[src/rtl/ts_mux_generator_pkg.sv]
// ts_pkg: shared constants, FSM state type and the TS header byte
// formatter used by the TS multiplex generator.
package ts_pkg;

    localparam logic [7:0]  TS_SYNC     = 8'h47;
    localparam int          TS_PKT_LEN  = 188;
    localparam int          TS_HDR_LEN  = 4;
    localparam logic [12:0] NULL_PID    = 13'h1FFF;
    localparam logic [1:0]  AFC_PAYLOAD = 2'b01;

    typedef enum logic {
        ST_SEEK,
        ST_PKT
    } ts_state_t;

    // Header bytes 0..3 of a TS packet (TEI=0, priority=0, scrambling=00).
    function automatic logic [7:0] ts_hdr_byte(input logic [1:0]  k,
                                               input logic [12:0] pid,
                                               input logic        pusi,
                                               input logic [3:0]  cc);
        logic [7:0] b;
        case (k)
            2'd1:    b = {1'b0, pusi, 1'b0, pid[12:8]};
            2'd2:    b = pid[7:0];
            2'd3:    b = {2'b00, AFC_PAYLOAD, cc};
            default: b = TS_SYNC;
        endcase
        return b;
    endfunction

endpackage

[src/rtl/ts_mux_generator_if.sv]
// ts_mux_generator_if: byte-serial TS output bus.
//   DATA   - TS byte
//   DCLK   - one-cycle byte strobe, DATA stable around its rising edge
//   DVALID - DATA belongs to a packet
//   PSYNC  - DATA is the sync byte of a packet
interface ts_mux_generator_if;

    logic [7:0] DATA;
    logic       DCLK;
    logic       DVALID;
    logic       PSYNC;

    modport master (output DATA, DCLK, DVALID, PSYNC);
    modport slave  (input  DATA, DCLK, DVALID, PSYNC);

endinterface

[src/rtl/ts_mux_generator_rate_ticker.sv]
// ts_rate_ticker: fractional byte-rate ticker. Adds the clamped byte rate
// to an accumulator every cycle and raises tick (combinationally) in each
// cycle where the accumulator would reach CLK_KHZ.
//   CLK, RST - clock, async active-low reset
//   kBpS     - byte rate in kB/s
//   tick     - one byte slot is due this cycle
module ts_rate_ticker #(
    parameter int unsigned CLK_KHZ = 27000,
    parameter int unsigned RATE_W  = 18
) (
    input  logic              CLK,
    input  logic              RST,
    input  logic [RATE_W-1:0] kBpS,
    output logic              tick
);

    localparam int unsigned HALF = CLK_KHZ / 2;

    logic [31:0] acc;
    logic [31:0] rate;
    logic [31:0] step;
    logic [31:0] sum;

    // Clamping to half the clock rate keeps ticks at least two cycles apart,
    // which the one-cycle DCLK pulse relies on.
    always_comb begin
        rate = 32'(kBpS);
        step = (rate > HALF) ? HALF : rate;
        sum  = acc + step;
        tick = (sum >= CLK_KHZ);
    end

    always_ff @(posedge CLK or negedge RST) begin
        if (!RST) begin
            acc <= '0;
        end else begin
            acc <= tick ? (sum - CLK_KHZ) : sum;
        end
    end

endmodule

[src/rtl/ts_mux_generator.sv]
// ts_mux_generator: rate-controlled MPEG-TS generator interleaving N_CH
// programme PIDs round-robin, with per-PID continuity counters and optional
// null-packet fill.
//   CLK, RST  - 27 MHz clock, async active-low reset
//   PID_TABLE - PID of channel i in bits [13*i+12:13*i]
//   CH_EN     - per-channel enable
//   NULL_EN   - emit null packets when no channel is enabled
//   kBpS      - output byte rate in kB/s
//   ts        - TS byte bus (DATA/DCLK/DVALID/PSYNC)
//
// state   | meaning
// --------+-------------------------------------------------------------
// ST_SEEK | between packets; next tick runs the scheduler (sync or idle)
// ST_PKT  | inside a packet; next tick emits byte idx (1..187)
module ts_mux_generator
    import ts_pkg::*;
#(
    parameter int unsigned N_CH    = 4,
    parameter int unsigned CLK_KHZ = 27000,
    parameter int unsigned RATE_W  = 18
) (
    input  logic                 CLK,
    input  logic                 RST,
    input  logic [13*N_CH-1:0]   PID_TABLE,
    input  logic [N_CH-1:0]      CH_EN,
    input  logic                 NULL_EN,
    input  logic [RATE_W-1:0]    kBpS,
    ts_mux_generator_if.master   ts
);

    localparam int         CH_W     = (N_CH > 1) ? $clog2(N_CH) : 1;
    localparam logic [7:0] LAST_IDX = 8'(TS_PKT_LEN - 1);
    localparam logic [7:0] HDR_LEN  = 8'(TS_HDR_LEN);

    logic            tick;
    logic            tick_q;

    ts_state_t       state_q, state_d;
    logic [7:0]      idx_q,   idx_d;
    logic [12:0]     pid_q,   pid_d;
    logic [CH_W-1:0] ch_q,    ch_d;
    logic [CH_W-1:0] last_q,  last_d;
    logic            null_q,  null_d;
    logic [7:0]      data_q,  data_d;
    logic            dvalid_q, dvalid_d;
    logic            psync_q,  psync_d;
    logic            dclk_q;
    logic [3:0]      cc_q [N_CH];
    logic [3:0]      cc_d [N_CH];

    logic            found;
    logic [CH_W-1:0] sel;
    logic [CH_W-1:0] cand;
    logic [12:0]     sel_pid;

    ts_rate_ticker #(
        .CLK_KHZ (CLK_KHZ),
        .RATE_W  (RATE_W)
    ) u_ticker (
        .CLK  (CLK),
        .RST  (RST),
        .kBpS (kBpS),
        .tick (tick)
    );

    // Cyclic search starting just after the last served channel.
    always_comb begin
        found = 1'b0;
        sel   = '0;
        cand  = '0;
        for (int i = 1; i <= int'(N_CH); i++) begin
            cand = CH_W'((32'(last_q) + 32'(i)) % N_CH);
            if (!found && CH_EN[cand]) begin
                found = 1'b1;
                sel   = cand;
            end
        end
        sel_pid = PID_TABLE[13*sel +: 13];
    end

    always_comb begin
        state_d  = state_q;
        idx_d    = idx_q;
        pid_d    = pid_q;
        ch_d     = ch_q;
        last_d   = last_q;
        null_d   = null_q;
        data_d   = data_q;
        dvalid_d = dvalid_q;
        psync_d  = psync_q;
        for (int i = 0; i < int'(N_CH); i++) begin
            cc_d[i] = cc_q[i];
        end

        if (tick) begin
            case (state_q)
                ST_SEEK: begin
                    // Idle slot unless a channel or null fill claims it.
                    data_d   = 8'h00;
                    dvalid_d = 1'b0;
                    psync_d  = 1'b0;
                    if (found || NULL_EN) begin
                        state_d  = ST_PKT;
                        idx_d    = 8'd1;
                        data_d   = TS_SYNC;
                        dvalid_d = 1'b1;
                        psync_d  = 1'b1;
                        null_d   = !found;
                        if (found) begin
                            pid_d  = sel_pid;
                            ch_d   = sel;
                            last_d = sel;
                        end else begin
                            pid_d  = NULL_PID;
                        end
                    end
                end
                ST_PKT: begin
                    dvalid_d = 1'b1;
                    psync_d  = 1'b0;
                    if (idx_q < HDR_LEN) begin
                        data_d = ts_hdr_byte(idx_q[1:0], pid_q, !null_q,
                                             null_q ? 4'h0 : cc_q[ch_q]);
                    end else begin
                        data_d = null_q ? 8'hFF : (idx_q - HDR_LEN);
                    end
                    if (idx_q == LAST_IDX) begin
                        state_d = ST_SEEK;
                        idx_d   = 8'd0;
                        if (!null_q) begin
                            cc_d[ch_q] = cc_q[ch_q] + 4'd1;
                        end
                    end else begin
                        idx_d = idx_q + 8'd1;
                    end
                end
            endcase
        end
    end

    always_ff @(posedge CLK or negedge RST) begin
        if (!RST) begin
            state_q  <= ST_SEEK;
            idx_q    <= '0;
            pid_q    <= '0;
            ch_q     <= '0;
            last_q   <= CH_W'(N_CH - 1);
            null_q   <= 1'b0;
            data_q   <= '0;
            dvalid_q <= 1'b0;
            psync_q  <= 1'b0;
            tick_q   <= 1'b0;
            dclk_q   <= 1'b0;
            for (int i = 0; i < int'(N_CH); i++) begin
                cc_q[i] <= '0;
            end
        end else begin
            state_q  <= state_d;
            idx_q    <= idx_d;
            pid_q    <= pid_d;
            ch_q     <= ch_d;
            last_q   <= last_d;
            null_q   <= null_d;
            data_q   <= data_d;
            dvalid_q <= dvalid_d;
            psync_q  <= psync_d;
            // DCLK trails the data register by one cycle so DATA is settled
            // across the whole pulse.
            tick_q   <= tick;
            dclk_q   <= tick_q;
            for (int i = 0; i < int'(N_CH); i++) begin
                cc_q[i] <= cc_d[i];
            end
        end
    end

    assign ts.DATA   = data_q;
    assign ts.DVALID = dvalid_q;
    assign ts.PSYNC  = psync_q;
    assign ts.DCLK   = dclk_q;

endmodule

[src/flat_wrapper.sv]
// flat-port wrapper written by rule: the top's interface ports become plain ports
module ts_mux_generator_flat import ts_pkg::*;
#(
    parameter int unsigned N_CH    = 4,
    parameter int unsigned CLK_KHZ = 27000,
    parameter int unsigned RATE_W  = 18
)
  (CLK, RST, PID_TABLE, CH_EN, NULL_EN, kBpS, ts_DATA, ts_DCLK, ts_DVALID, ts_PSYNC);
  ts_mux_generator_if ts_i ();
  input  logic CLK;
  input  logic RST;
  input  logic [13*N_CH-1:0] PID_TABLE;
  input  logic [N_CH-1:0] CH_EN;
  input  logic NULL_EN;
  input  logic [RATE_W-1:0] kBpS;
  output wire logic [$bits(ts_i.DATA)-1:0] ts_DATA;
  output wire logic [$bits(ts_i.DCLK)-1:0] ts_DCLK;
  output wire logic [$bits(ts_i.DVALID)-1:0] ts_DVALID;
  output wire logic [$bits(ts_i.PSYNC)-1:0] ts_PSYNC;
  assign ts_DATA = ts_i.DATA;
  assign ts_DCLK = ts_i.DCLK;
  assign ts_DVALID = ts_i.DVALID;
  assign ts_PSYNC = ts_i.PSYNC;
  ts_mux_generator #(.N_CH(N_CH), .CLK_KHZ(CLK_KHZ), .RATE_W(RATE_W)) u_core (.CLK(CLK), .RST(RST), .PID_TABLE(PID_TABLE), .CH_EN(CH_EN), .NULL_EN(NULL_EN), .kBpS(kBpS), .ts(ts_i));
endmodule
[config.mk]
export PLATFORM = sky130hd
export DESIGN_NAME = ts_mux_generator_flat
export DESIGN_NICKNAME = d
export VERILOG_FILES = /design/src/rtl/ts_mux_generator_pkg.sv /design/src/rtl/ts_mux_generator_if.sv /design/src/rtl/ts_mux_generator_rate_ticker.sv /design/src/rtl/ts_mux_generator.sv /design/src/flat_wrapper.sv
export SDC_FILE = /design/constraint.sdc
export NUM_CORES = 1
export LEC_CHECK = 0
export CELL_PAD_IN_SITES_DETAIL_PLACEMENT = 1
export CELL_PAD_IN_SITES_GLOBAL_PLACEMENT = 1
export CORE_UTILIZATION = 45
export DETAILED_ROUTE_END_ITERATION = 8
export GPL_TIMING_DRIVEN = 1
export PLACE_DENSITY = 0.88
export REMOVE_ABC_BUFFERS = 1
export SETUP_SLACK_MARGIN = 0.4
export SLEW_MARGIN = 0
export SYNTH_ARGS = -nofsm -noshare
export SYNTH_HDL_FRONTEND = slang
export SYNTH_SLANG_ARGS = --single-unit
[constraint.sdc]
create_clock -name CLK -period 7.5 [get_ports CLK]
set_input_delay 1.5 -clock CLK [delete_from_list [all_inputs] [get_ports CLK]]
set_output_delay 1.5 -clock CLK [all_outputs]
set_load 0.02 [all_outputs]
==> results.md <==
* Run status: complete, no violations
* EDFF count, synth at 0
* Number of I/O pins at 88
* Number of synthesis warnings at 0
* Sequential cell area at 2180 sq um
* Distinct cells, synth at 82
* Class of the tightest hold or removal check: reg2reg
* Number of cells after detailed placement at 972
* Maximum number of pins on one net before global-route repair at 81
* Starting utilization of the core area at 46.5%
* Cells on Worst Hold Path at 0
* Final-stage net count at 908
* Gates resized, CTS repair at 0
* Cell Count, Final, Fillers Out at 987
* Post-synthesis sequential element count at 87
* H-tree levels at 3
* Vertical die dimension at 122 um
* DRC violations left at 0
* Proportion of synthesized chip area in sequential cells at 33.5%
* Overall Power at 3.36 mW
* Hold-fix buffers, CTS at 0
* Via total after detailed routing at 6071
* Final Setup Violations at 0
* Die area at 14900 sq um
* Period utilization at 89.3%
* TritonCTS buffer count at 9
* Cell types with the largest area share after synthesis: dfrtp_1, ha_1, nand2_1
* Post-synthesis average cell area at 8.96 sq um
* TritonCTS clock tree: done
* Die outline width at 122 um
* Multi-input gate area in the final layout at 4170 sq um
* Final-report max-slew violation count at 0
* Cells after synthesis at 726
* Peak supply drop at 218 uV
* Clock-pin slew on the worst setup and hold paths at 0.07 ns
* Share of cells above drive strength 1 at 7.06%
* Clock insertion delay at the later pin of the skew report at 0.35 ns
* Reported leakage power at 3.16 nW
* Vias per std cell at 6.15
* Number of buffers on the longest clock path at 2
* Slew at the pin closest to its max-slew limit at 1.11 ns
* Total core area at 14000 sq um
* Post-synth ARST share at 100%
* WP data arrival at 6.91 ns
* Most common flop cell mapped by yosys: dfrtp_1
* Commonest cells after routing, fill and taps aside: clkdlybuf4s50_1, dfrtp_1, nand2_1, a21oi_1, nor2_1
* Required time of the critical path at 7.71 ns
* Port buffer count at 87
* Relative area change from synthesis to final layout at 20.9%
* Critical Path Fanout Max at 7
* Biggest area consumer among synthesized cells: dfrtp_1
* Buffers inserted during post-CTS setup optimization at 0
* Unrepaired setup endpoints after global routing: false
* Overall Global Routing Usage at 27.7%
* ANT nets after route at 0
* Synth top area share at 32.7%
* Detailed Place HPWL at 15100 um
* Most frequent standard cell in the layout excluding fill and tap cells: clkdlybuf4s50_1
* Detailed Route Iter0 Violations at 446
* Fill cell total of the finished layout at 1657
* Global-route wire length before repair at 32500 um
* Via count of the first global-routing pass at 6555
* Kind of capture point of the worst setup path: register
* Maximum clock rate at 149 MHz
* Max-slew headroom at 25.8%
* DR pass1 iterations at 5
* Worst Setup Path Type: in2reg
* Cell at the root of the clock tree: clkbuf_16
* Number of antenna cells inserted at 0
* Accumulated negative setup slack at 0 ns
* GRT overflow at 0
* Row count at 43
* Detailed-route wire length at 19800 um
* Routability cong. at 0.886
* Average wire per cell in the routed design at 20.0 um
* Post-Route Skew at 0.0118 ns
* Maximum capacitance violations at 0
* Total standard cell area after synthesis at 6510 sq um
* Final-report hold violation count at 0
* Cell area power density at 427 nW/um^2
* Antenna violations before repair at 0
* Number of sinks on the clock net at 87
* Worst R2R Path Depth at 13
* Nature of the critical path startpoint: input pin
* Min Tclk post-route at 6.70 ns
[path summary, 6_finish.rpt]
kind	start	endpoint	slack [ns]
worst max-delay path	kBpS[17]	u_core.u_ticker.acc[21]	0.80
worst min-delay path	u_core.tick_q	u_core.ts.DCLK	0.35
worst max register to register	u_core.u_ticker.acc[0]	u_core.u_ticker.acc[21]	2.91
worst min register to register	u_core.tick_q	u_core.ts.DCLK	0.35
max in group asynchronous	RST	u_core.cc_q[4]	5.31
min in group asynchronous	RST	u_core.u_ticker.acc[13]	0.97
[layer usage]
| layer | part of all wire, % | track usage [%] | vias to the layer above |
|---|---|---|---|
| met2 | 52 | 51.6 | 166 |
| met5 | 0 | 0 | - |
| met3 | 3.6 | 2.88 | 36 |
| met4 | 3.0 | 10.8 | 0 |
| li1 | - | - | 2853 |
| met1 | 41 | 32.3 | 3016 |
[where the power goes]
part	internal (mW)	switching (mW)
Sequential	0.654	0.181
Combinational	0.827	1.22
Clock	0.291	0.190
Total	1.77	1.59
[cells in the mapped netlist, types with 5 or more instances]
master,count
nand2b_1,13
nor4_1,9
and4_1,5
nand4_1,10
or3_1,14
a22oi_1,5
a211oi_1,17
nor2b_1,19
a21oi_1,49
clkbuf_1,19
o22a_1,12
mux2_2,5
xnor2_1,31
inv_1,16
nor3_1,14
xor2_1,20
o21ai_0,36
and2_1,11
dfrtp_1,85
ha_1,27
and3_1,5
buf_2,7
nand2_1,74
mux2i_1,14
or2_2,5
a21o_1,8
a31oi_1,5
nand3_1,24
nor2_1,41
mux2_1,11
o21a_1,10
o31ai_1,9
[stage by stage]
| stage | instance area (sq um) | setup WS (ns) | hold slack, ns | utilization, % |
|---|---|---|---|---|
| 6_report | 7870 | 0.802 | 0.354 | 56.2 |
| 5_1_grt | 7870 | 0.444 | 0.361 | 56.2 |
| 4_1_cts | 7870 | 0.862 | 0.356 | 56.2 |
| 3_5_place_dp | 7550 | 0.578 | 0.343 | 54.0 |
| 3_3_place_gp | 7550 | 0.824 | 0.343 | 54.0 |
| 2_1_floorplan | 6380 | 0.510 | 0.331 | - |
[kinds of logic (layout without fill, tap and decap cells)]
logic type                 Yosys count  in the layout  synth area share (%)
muxes                               34             34                  6.31
xor gates and xnor gates            51             51                  6.87
buffers and inverters               48            126                  3.13
DFF                                 87             87                  33.5
and+or+nand+nor                    268            268                  21.8
other                                1              4                0.0576
adders and majority gates           28             28                  5.50
AOI/OAI and AO/OA                  209            209                  22.8
[critical path: stages]
cell and delay, ns:
clkdlybuf4s50_1 0.39, nor4_1 0.55, o21a_1 0.23, and2_1 0.13, ha_1 0.18, inv_1 0.06
fa_1 0.40, and2b_1 0.27, o2111ai_1 0.23, a31o_2 0.38, o211a_1 0.29, xor2_1 0.35
nand4_1 0.22, or4b_1 0.69, o31ai_1 0.68, nor3b_1 0.17, xnor2_1 0.18
[final cells by class]
class / count / share of cell area [%]
sequential: 87 / 27.7
timing repair buffer: 94 / 11.7
tap: 180 / 2.86
clock buffer: 10 / 2.91
clock inverter: 5 / 1.05
inverter: 17 / 0.811
multi-input combinational: 594 / 53.0
[flip-flops by register name, summed over array words and instances, names as in the netlist]
| register | cells |
|---|---|
| u_core.cc_q | 16 |
| u_core.ch_q | 2 |
| u_core.idx_q | 8 |
| u_core.last_q | 2 |
| u_core.null_q | 1 |
| u_core.pid_q | 13 |
| u_core.state_q | 1 |
| u_core.tick_q | 1 |
| u_core.ts.DATA | 8 |
| u_core.ts.DCLK | 1 |
| u_core.ts.DVALID | 1 |
| u_core.ts.PSYNC | 1 |
| u_core.u_ticker.acc | 32 |
Note: power is estimated with default switching activity, not from simulation.
